[src/rtl/elevator_scan_ctrl.sv]
// SCAN elevator controller: sweeps in one direction while requests remain ahead,
// stopping at every requested floor, then reverses or parks.
module elevator_scan_ctrl #(
    parameter int NUM_FLOORS    = 8,
    parameter int TRAVEL_CYCLES = 4,
    parameter int DOOR_CYCLES   = 3
) (
    input  logic                          clk,
    input  logic                          reset,
    input  logic [NUM_FLOORS-1:0]         floor_request,
    input  logic                          door_hold,
    output logic [$clog2(NUM_FLOORS)-1:0] current_floor,
    output logic                          door_open,
    output logic [1:0]                    direction,
    output logic [NUM_FLOORS-1:0]         pending
);
    localparam int FW = $clog2(NUM_FLOORS);
    localparam int TW = (TRAVEL_CYCLES > 1) ? $clog2(TRAVEL_CYCLES) : 1;
    localparam int DW = (DOOR_CYCLES > 1) ? $clog2(DOOR_CYCLES) : 1;
    localparam logic [TW-1:0] TRAVEL_LOAD = TW'(TRAVEL_CYCLES - 1);
    localparam logic [DW-1:0] DOOR_LOAD   = DW'(DOOR_CYCLES - 1);
    localparam logic [FW-1:0] TOP_FLOOR   = FW'(NUM_FLOORS - 1);
    localparam logic [1:0]    DIR_IDLE    = 2'b00;
    localparam logic [1:0]    DIR_UP      = 2'b01;
    localparam logic [1:0]    DIR_DOWN    = 2'b10;

    typedef enum logic [1:0] {IDLE, MOVE, DOOR} state_t;

    state_t                state_reg, state_next;
    logic [FW-1:0]         floor_reg, floor_next;
    logic [1:0]            dir_reg, dir_next;
    logic                  last_up_reg, last_up_next;
    logic [NUM_FLOORS-1:0] pending_reg, pending_next;
    logic [TW-1:0]         travel_reg, travel_next;
    logic [DW-1:0]         door_reg, door_next;

    logic [NUM_FLOORS-1:0] above_mask, below_mask;
    logic                  req_above, req_below;
    logic [FW-1:0]         step_floor;
    logic                  can_step;
    logic                  going_up, req_ahead, req_behind;

    for (genvar gi = 0; gi < NUM_FLOORS; gi++) begin : g_mask
        assign above_mask[gi] = (FW'(gi) > floor_reg);
        assign below_mask[gi] = (FW'(gi) < floor_reg);
    end

    assign req_above  = |(pending_reg & above_mask);
    assign req_below  = |(pending_reg & below_mask);
    assign step_floor = (dir_reg == DIR_DOWN) ? floor_reg - FW'(1) : floor_reg + FW'(1);
    // Guard against stepping past either end of the shaft.
    assign can_step   = ((dir_reg == DIR_UP) && (floor_reg != TOP_FLOOR)) ||
                        ((dir_reg == DIR_DOWN) && (floor_reg != '0));

    always_comb begin
        state_next   = state_reg;
        floor_next   = floor_reg;
        dir_next     = dir_reg;
        last_up_next = last_up_reg;
        travel_next  = travel_reg;
        door_next    = door_reg;
        pending_next = pending_reg | floor_request;
        // A stop from IDLE has no travel direction; fall back to the last one used.
        going_up     = (dir_reg == DIR_UP) || ((dir_reg == DIR_IDLE) && last_up_reg);
        req_ahead    = going_up ? req_above : req_below;
        req_behind   = going_up ? req_below : req_above;

        case (state_reg)
            IDLE: begin
                if (pending_reg[floor_reg]) begin
                    state_next              = DOOR;
                    dir_next                = DIR_IDLE;
                    door_next               = DOOR_LOAD;
                    pending_next[floor_reg] = 1'b0;
                end else if (req_above || req_below) begin
                    state_next  = MOVE;
                    travel_next = TRAVEL_LOAD;
                    if (req_above && (!req_below || last_up_reg)) begin
                        dir_next     = DIR_UP;
                        last_up_next = 1'b1;
                    end else begin
                        dir_next     = DIR_DOWN;
                        last_up_next = 1'b0;
                    end
                end
            end
            MOVE: begin
                if (travel_reg != '0) begin
                    travel_next = travel_reg - TW'(1);
                end else if (can_step) begin
                    travel_next = TRAVEL_LOAD;
                    floor_next  = step_floor;
                    if (pending_reg[step_floor]) begin
                        state_next               = DOOR;
                        door_next                = DOOR_LOAD;
                        pending_next[step_floor] = 1'b0;
                    end
                end else begin
                    state_next = IDLE;
                    dir_next   = DIR_IDLE;
                end
            end
            DOOR: begin
                pending_next[floor_reg] = 1'b0;
                if (door_hold || floor_request[floor_reg]) begin
                    door_next = DOOR_LOAD;
                end else if (door_reg != '0) begin
                    door_next = door_reg - DW'(1);
                end else if (req_ahead || req_behind) begin
                    state_next   = MOVE;
                    travel_next  = TRAVEL_LOAD;
                    last_up_next = req_ahead ? going_up : !going_up;
                    dir_next     = (req_ahead ? going_up : !going_up) ? DIR_UP : DIR_DOWN;
                end else begin
                    state_next = IDLE;
                    dir_next   = DIR_IDLE;
                end
            end
            default: begin
                state_next = IDLE;
                dir_next   = DIR_IDLE;
            end
        endcase
    end

    always_ff @(posedge clk or posedge reset) begin
        if (reset) begin
            state_reg   <= IDLE;
            floor_reg   <= '0;
            dir_reg     <= DIR_IDLE;
            last_up_reg <= 1'b1;
            pending_reg <= '0;
            travel_reg  <= '0;
            door_reg    <= '0;
        end else begin
            state_reg   <= state_next;
            floor_reg   <= floor_next;
            dir_reg     <= dir_next;
            last_up_reg <= last_up_next;
            pending_reg <= pending_next;
            travel_reg  <= travel_next;
            door_reg    <= door_next;
        end
    end

    assign current_floor = floor_reg;
    assign door_open     = (state_reg == DOOR);
    assign direction     = dir_reg;
    assign pending       = pending_reg;

endmodule
[config.mk]
export PLATFORM = sky130hd
export DESIGN_NAME = elevator_scan_ctrl
export DESIGN_NICKNAME = d
export VERILOG_FILES = /design/src/rtl/elevator_scan_ctrl.sv
export SDC_FILE = /design/constraint.sdc
export NUM_CORES = 1
export LEC_CHECK = 0
export CAP_MARGIN = 20
export CORE_MARGIN = 4
export CORE_UTILIZATION = 58
export CTS_CLUSTER_SIZE = 40
export DETAILED_ROUTE_END_ITERATION = 8
export PLACE_DENSITY = 0.85
export SLEW_MARGIN = 15
export SYNTH_ARGS = -nofsm -noshare
export SYNTH_HDL_FRONTEND = slang
export SYNTH_SLANG_ARGS = --single-unit
[constraint.sdc]
create_clock -name clk -period 7.8 [get_ports clk]
set_input_delay 1.17 -clock clk [delete_from_list [all_inputs] [get_ports clk]]
set_output_delay 1.17 -clock clk [all_outputs]
set_load 0.005 [all_outputs]
==> flow_summary.toml, run 1 <==
[detailed_routing]
wl_mm = 4.32
avgViaCountPerCell = 6.61
first_pass_iters = 4
drtIter0Drc = 134
vias = 1613
ant_nets = 0
wl_per_cell_um = 17.7
drc = 0

[global_routing]
grt_pass1_vias = 1475
grt_pass1_wl_mm = 6.94
grt_use_total_pct = 24.5
grt_remaining_overflow = 0
grt_start_max_net_pins = 26
antenna_found_initial = 0

[sta]
timing_hold_violations_final = 0
fin_skew_ns = 0.00352
setup_viol_count_final = 0
fin_ws_ns = 4.25
fmax_mhz = 282
relSlewSlack_pct = 45.2
period_needed_ns = 3.55
fin_tns_setup_ns = 0
rsz0062_at_grt = "no"
tightestPinTransition_ns = 0.822
holdWs_ns = 0.505
final.period_utilization_pct = 45.5
final-max-slew-violation-count = 0

[pwr]
finalPower_mw = 0.715
clkPwrFrac_pct = 7.5
combinationalPowerShare_pct = 59.5
p_int_mw = 0.366
vdd.ir_drop.worst_uv = 303
sequentialPowerShare_pct = 33.0
p_leak_nw = 0.795
power_switching_mw = 0.348
p_sw_share_pct = 48.8
powerDensity_nw_per_um2 = 370

[logic_synthesis]
yosysSeqAreaShare_pct = 30.2
yosysUniqueCellTypes = 57
synthTopCellsByCount = "dfrtp_1, inv_1, nor2_1, a21oi_1, nand2_1"
avgSynthCellArea_sq_um = 8.62
yosys.area.top_type = "dfrtp_1"
synth.area.mux_share_pct = 10.4
synth_nets = 212
synth-main-ff-cell = "dfrtp_1"
synth_edf_count = 0
synthTopCellsByArea = "dfrtp_1, ha_1, mux2i_1, inv_1, nor2_1"
netlist_area_sq_um = 1660
synth_top_area_share_pct = 28.6
synthAdderAreaFrac_pct = 6.02
synth-compound-area-share_pct = 28.5
synthSimpleGateAreaFrac_pct = 16.5
yosys_warnings = 0
synth_top_family_by_area = "compound AO/OA/AOI/OAI gates"
ys_seq_elements = 20
async_flop_share_pct = 100
synth_cells = 193
synth-xor-area-share_pct = 1.58

[place]
dpl.hpwl_mm = 3.26
dp_cells = 240
port_buffers = 24
gp_congestion = 0.966
placement.cell_area_sq_um = 1900
dpl_worst_slack_ns = 4.32

[cells_and_area]
drive_above_1_share_pct = 6.57
antenna_cells = 0
layout.cells.non_filler = 244
final_area_sq_um = 1930
area_growth_pct = 16.0
largest_reg_flops = 8
final_util_pct = 70.0
fillers = 210
nets = 233

[worst_setup_path]
path_max_fanout = 25
cp.arrival_ns = 3.76
cp-end-kind = "flip-flop"
reg2reg_depth = 8
critical_path_class = "reg -> reg"
cp.required_ns = 8.00
cp-start-kind = "flip-flop"

[run]
drv_cap = 0

[floorplan]
die-height_um = 61.6
core_area_sq_um = 2760
start_util_pct = 60.3
dieArea_sq_um = 3790
dieWidth_um = 61.6
rows = 19
io_pins = 25

[outcome]
outcome = "finished, final reports clean"

[clock_tree]
cts.sinks = 20
post-cts-setup-buffer-count = 0
cts.clk_slew.worst_paths_ns = 0.12
ctsHtreeMaxLevel = 1
cts_buffers = 3
insertion_delay_ns = 0.31
clock_path_buffers = 2
cts_tree = "yes"
cts_resized = 0
hold_buffers = 0
clock-root-buffer = "clkbuf_4"

[worst_hold_path]
hold_class = "reg -> reg"
worstHoldPathCells = 1
-- area by class of cell --
cell class / count / area (sq um) / share of cell area [%]
clock buffer: 4 / 26.3 / 1.36
timing repair buffer: 24 / 240 / 12.4
tap: 31 / 38.8 / 2.01
sequential: 20 / 502 / 26.0
inverter: 20 / 75.1 / 3.89
multi-input combinational: 145 / 1050 / 54.3
-- critical path, cell delays in order, from the launching register on --
cell and delay (ns):
dfrtp_1 0.89, clkinv_1 0.54, ha_1 0.37, xor2_1 0.15, mux2i_1 0.47, mux2_2 0.40, o22ai_1 0.15, o211ai_2 0.14
mux2_1 0.34
-- power by group through the flow --
stage          logic, mW  clock network (mW)  registers [mW]
3_5_place_dp       0.421                   0           0.235
3_3_place_gp       0.403                   0           0.233
6_report           0.425              0.0534           0.236
5_1_grt            0.472              0.0588           0.243
4_1_cts            0.423              0.0545           0.232
2_1_floorplan      0.334                   0           0.186
-- per-layer routing --
| layer | global-route usage (%) | wire [um] | vias to the layer above | share of wire (%) |
|---|---|---|---|---|
| met5 | 0 | 0 | - | 0 |
| met4 | 8.18 | 94 | 0 | 2.2 |
| met3 | 3.35 | 362 | 13 | 8.4 |
| met2 | 41.1 | 2080 | 86 | 48 |
| met1 | 32.4 | 1780 | 759 | 41 |
| li1 | - | - | 755 | - |
-- cell families after synthesis --
kind of cell / after synthesis
DFF: 20
adders and majority gates: 8
buffers and inverters: 28
muxes: 15
and+or+nand+nor: 53
xor gates and xnor gates: 3
AOI/OAI and AO/OA: 66
-- path summary, 6_finish.rpt --
check / start / slack (ns) / end
max: current_floor[0]$_DFFE_PP0P_ / 4.25 / door_reg[1]$_DFFE_PP0P_
min: travel_reg[0]$_DFFE_PP0P_ / 0.51 / travel_reg[0]$_DFFE_PP0P_
max reg2reg: current_floor[0]$_DFFE_PP0P_ / 4.25 / door_reg[1]$_DFFE_PP0P_
min reg2reg: travel_reg[0]$_DFFE_PP0P_ / 0.51 / travel_reg[0]$_DFFE_PP0P_
max in group asynchronous: reset / 6.02 / pending[5]$_DFF_PP0_
min in group asynchronous: reset / 1.30 / door_reg[0]$_DFFE_PP0P_
-- placed cells by master (no fill, tap or decap), types with 2 or more instances in the layout --
cell type	Yosys	routed
dfrtp_1	19	19
o32ai_1	3	3
o31ai_1	2	2
a31oi_1	9	9
a211oi_1	2	2
o22ai_1	2	2
xnor2_1	2	2
o21ai_0	10	10
o32a_1	2	2
mux2_2	3	3
a21oi_1	12	12
o211ai_1	4	4
nor2_1	17	17
nor4_1	3	3
clkdlybuf4s50_1	0	24
clkbuf_4	0	3
nand2b_1	5	5
ha_1	8	8
and4_1	2	2
inv_1	19	19
a211o_1	2	2
nor2b_1	6	6
nand2_1	12	12
mux2i_1	9	9
(Power assumes the default switching activity.)
==> inputs of run 2 (changes only) <==
Settings changed: CORE_UTILIZATION 58 to 49, PLACE_DENSITY 0.85 to 0.76.
Clock period 7.8 ns to 2.9 ns, I/O delays scaled along.
==> flow_summary.toml, run 2 (synthesized netlist as in run 1, its figures left out) <==
[detailed_routing]
route.met3.wl_um = 337
ant_nets = 0
first_pass_iters = 4
wl_mm = 4.43
avgViaCountPerCell = 6.21
drtIter0Drc = 174
drc = 0
wl_per_cell_um = 16.9
vias = 1627
wl_met1_mm = 1.89
maxUsedRoutingLayer = "met4"
wl_met2_mm = 2.12

[run]
drv_cap = 0

[clock_tree]
cts_resized = 0
insertion_delay_ns = 0.31
hold_buffers = 0
clock-root-buffer = "clkbuf_4"
post-cts-setup-buffer-count = 0
clock_path_buffers = 2
cts_tree = "yes"
cts.sinks = 20
cts.clk_slew.worst_paths_ns = 0.13
ctsHtreeMaxLevel = 1
cts_buffers = 3

[global_routing]
grt_pass1_wl_mm = 7.47
antenna_found_initial = 0
grt_remaining_overflow = 0
grt_start_max_net_pins = 24
grt_pass1_vias = 1588
grt_use_total_pct = 21.5

[worst_setup_path]
path_max_fanout = 6
cp-start-kind = "flip-flop"
crit_slowest_cell = "a211oi_1"
rrSetupSlack_ns = 0.36
critical_path_class = "reg -> reg"
crit_family = "compound AO/OA/AOI/OAI gates"
crit_chain = "clkinv_1 > ha_1 > xnor2_1 > nor2_1 > a211oi_1 > a31oi_1 > o32a_1"
cp.required_ns = 3.11
max_stage_delay_ns = 0.48
cp.arrival_ns = 2.75
path_buf_inv = 1
cp-end-kind = "flip-flop"

[worst_hold_path]
hold_class = "reg -> reg"

[sta]
fin_skew_ns = 0.0141
relSlewSlack_pct = 49.9
rsz0062_at_grt = "no"
tightestPinTransition_ns = 0.751
final-max-slew-violation-count = 0
timing_hold_violations_final = 0
fin_tns_setup_ns = 0
setup_viol_count_final = 0
period_needed_ns = 2.54
final.period_utilization_pct = 87.5
fmax_mhz = 394
holdWs_ns = 0.488

[floorplan]
rows = 20
io_pins = 25
core_area_sq_um = 3150
dieWidth_um = 66.3
dieArea_sq_um = 4390
die-height_um = 66.3
start_util_pct = 52.8

[cells_and_area]
mostFrequentLayoutCell = "clkdlybuf4s50_1"
largest_reg_flops = 8
drive_above_1_share_pct = 9.17
layout.cells.non_filler = 262
layout_common_cells = "clkdlybuf4s50_1, inv_1, dfrtp_1, nor2_1"
nets = 238
antenna_cells = 0
final_util_pct = 63.8
area_growth_pct = 20.8

[place]
dp_cells = 258
gp_congestion = 0.933
port_buffers = 24
dpl.hpwl_mm = 3.42

[pwr]
vdd.ir_drop.worst_uv = 574
finalPower_mw = 2.05
powerDensity_nw_per_um2 = 1020
p_leak_nw = 0.832

[outcome]
outcome = "finished, final reports clean"
[run 2: changes by cell type in the layout (fill, tap and decap cells not counted), sizes merged]
cell / delta
buf: +5
bufinv: +1
clkbuf: -1
[run 2: layout make-up]
class / instances / area (sq um)
Fill cell: 269 / 1140
Multi-Input combinational cell: 145 / 1050
Sequential cell: 20 / 502
Timing Repair Buffer: 29 / 278
Inverter: 20 / 75.1
Tap cell: 44 / 55.1
Clock inverter: 1 / 30.0
Clock buffer: 3 / 22.5
[run 2: through the flow]
stage | worst slack (ns) | area [sq um]
final | 0.364 | 2010
after global routing | 0.197 | 2010
after CTS | 0.380 | 2010
after detailed placement | 0.383 | 1960
after global placement | 0.412 | 1960
after floorplan | 0.395 | 1660
[run 2: power breakdown]
group          internal [mW]  switching, mW
registers              0.385          0.165
logic                  0.576          0.686
clock network          0.140         0.0960
[run 2: worst reg2reg max path: stages (launching register included)]
cell,delay (ns)
dfrtp_1,0.41
clkinv_1,0.18
ha_1,0.40
xnor2_1,0.42
nor2_1,0.09
a211oi_1,0.48
a31oi_1,0.17
o32a_1,0.31
[run 2: worst paths after layout]
| check | end | cells past startpoint | startpoint |
|---|---|---|---|
| max | pending[6]$_DFF_PP0_ | 7 | current_floor[0]$_DFFE_PP0P_ |
| min | travel_reg[0]$_DFFE_PP0P_ | 1 | travel_reg[0]$_DFFE_PP0P_ |
| max reg2reg | pending[6]$_DFF_PP0_ | 7 | current_floor[0]$_DFFE_PP0P_ |
| min reg2reg | travel_reg[0]$_DFFE_PP0P_ | 1 | travel_reg[0]$_DFFE_PP0P_ |
| max in group asynchronous | pending[7]$_DFF_PP0_ | 2 | reset |
| min in group asynchronous | door_reg[0]$_DFFE_PP0P_ | 2 | reset |
[run 2: routing by layer]
metal | track usage, % | up-vias
li1 | - | 763
met1 | 28.4 | 778
met2 | 36.3 | 78
met3 | 2.38 | 8
met4 | 7.11 | 0
met5 | 0 | -
==> inputs of run 3 (changes only) <==
--- a/config.mk
+++ b/config.mk
@@ -11,5 +11,7 @@
 export CTS_CLUSTER_SIZE = 40
 export DETAILED_ROUTE_END_ITERATION = 8
+export GPL_ROUTABILITY_DRIVEN = 0
 export PLACE_DENSITY = 0.76
+export SKIP_CTS_REPAIR_TIMING = 1
 export SLEW_MARGIN = 15
 export SYNTH_ARGS = -nofsm -noshare
==> constraint.sdc (replaced) <==
create_clock -name clk -period 2.9 [get_ports clk]
set_input_delay 0.725 -clock clk [delete_from_list [all_inputs] [get_ports clk]]
set_output_delay 0.725 -clock clk [all_outputs]
set_load 0.005 [all_outputs]
==> flow_summary.toml, run 3 (synthesized netlist as in run 1, its figures left out) <==
[outcome]
outcome = "finished, final reports clean"

[clock_tree]
clock-root-buffer = "clkbuf_4"
clock_path_buffers = 2
ctsHtreeMaxLevel = 1
cts.clk_slew.worst_paths_ns = 0.13
insertion_delay_ns = 0.31
cts.sinks = 20
cts_buffers = 3
cts_tree = "yes"

[floorplan]
rows = 20
dieWidth_um = 66.3
io_pins = 25
dieArea_sq_um = 4390
die-height_um = 66.3
start_util_pct = 52.8
core_area_sq_um = 3150

[worst_hold_path]
hold_class = "reg -> reg"

[worst_setup_path]
crit_slowest_cell = "dfrtp_1"
critical_path_class = "reg -> out"
cp-start-kind = "flip-flop"
max_stage_delay_ns = 0.60
path_max_fanout = 18
cp.required_ns = 2.17
crit_family = "buffers and inverters"
cp.arrival_ns = 1.94
crit_chain = "nand2b_1 > inv_1 > clkdlybuf4s50_1"
path_buf_inv = 2
cp-end-kind = "primary output"

[global_routing]
grt_start_max_net_pins = 24
grt_use_total_pct = 21.6
grt_remaining_overflow = 0
antenna_found_initial = 0
grt_pass1_vias = 1560
grt_pass1_wl_mm = 7.33

[sta]
relSlewSlack_pct = 48.9
tightestPinTransition_ns = 0.766
fin_tns_setup_ns = 0
period_needed_ns = 2.66
fin_skew_ns = 0.00233
final-max-slew-violation-count = 0
final.period_utilization_pct = 91.8
fmax_mhz = 376
rsz0062_at_grt = "no"
timing_hold_violations_final = 0
setup_viol_count_final = 0

[detailed_routing]
vias = 1623
first_pass_iters = 5
wl_met2_mm = 2.09
wl_mm = 4.45
wl_met1_mm = 1.94
ant_nets = 0
route.met3.wl_um = 328
drtIter0Drc = 200
maxUsedRoutingLayer = "met4"
avgViaCountPerCell = 6.19
drc = 0
wl_per_cell_um = 17.0

[pwr]
clkPwrFrac_pct = 11.5
sequentialPowerShare_pct = 27.0
p_int_mw = 1.10
p_leak_nw = 0.832
combinationalPowerShare_pct = 61.5
vdd.ir_drop.worst_uv = 463
finalPower_mw = 2.06
p_sw_share_pct = 46.4
powerDensity_nw_per_um2 = 1020
power_switching_mw = 0.954

[cells_and_area]
antenna_cells = 0
largest_reg_flops = 8
mostFrequentLayoutCell = "clkdlybuf4s50_1"
fillers = 268
layout_common_cells = "clkdlybuf4s50_1, inv_1, dfrtp_1, nor2_1"
drive_above_1_share_pct = 9.17
nets = 238
area_growth_pct = 20.8

[place]
dpl.hpwl_mm = 3.41
port_buffers = 24

[run]
drv_cap = 0
-- run 3: stage by stage --
stage | hold WS, ns | utilization [%] | cell area, sq um | worst slack, ns | std cells
global route | 0.539 | 63.8 | 2010 | 0.125 | 262
finish | 0.510 | 63.8 | 2010 | 0.238 | 262
detailed placement | 0.493 | 62.1 | 1960 | 0.0737 | 258
CTS | 0.515 | 63.8 | 2010 | 0.255 | 262
floorplan | 0.455 | - | 1660 | 0.395 | 193
global placement | 0.468 | 62.1 | 1960 | 0.137 | 258
-- run 3: final timing paths --
check / start / end / slack, ns / cells past startpoint
worst min-delay path: travel_reg[0]$_DFFE_PP0P_ / travel_reg[0]$_DFFE_PP0P_ / 0.51 / 1
min in group asynchronous: reset / door_reg[0]$_DFFE_PP0P_ / 0.83 / 2
worst max-delay path: state_reg[0]$_DFFE_PP0P_ / door_open / 0.24 / 3
max in group asynchronous: reset / pending[7]$_DFF_PP0_ / 1.59 / 2
worst max register to register: current_floor[0]$_DFFE_PP0P_ / door_reg[1]$_DFFE_PP0P_ / 0.43 / 9
worst min register to register: travel_reg[0]$_DFFE_PP0P_ / travel_reg[0]$_DFFE_PP0P_ / 0.51 / 1
-- run 3: area by class of cell --
type                    instances  area (sq um)  share of cell area, %
multi-input cells             145          1050                   52.1
repair buffers                 29           278                   13.8
inverters                      20          75.1                   3.73
clock buffers                   3          22.5                   1.12
clock inverters                 1          30.0                   1.49
well taps                      44          55.1                   2.74
flip-flops and latches         20           502                   25.0
-- run 3: power by group through the flow --
stage               combinational, mW  sequential, mW  clock (mW)
floorplan                       0.899           0.501           0
global placement                 1.21           0.548           0
detailed placement               1.25           0.558           0
CTS                              1.26           0.551       0.240
global route                     1.40           0.573       0.255
finish                           1.26           0.556       0.237
-- run 3: layer usage --
layer / up-vias / global-route usage, %
met1: 772 / 28.3
met3: 13 / 4.25
met5: - / 0
li1: 763 / -
met4: 0 / 6.60
met2: 75 / 35.4
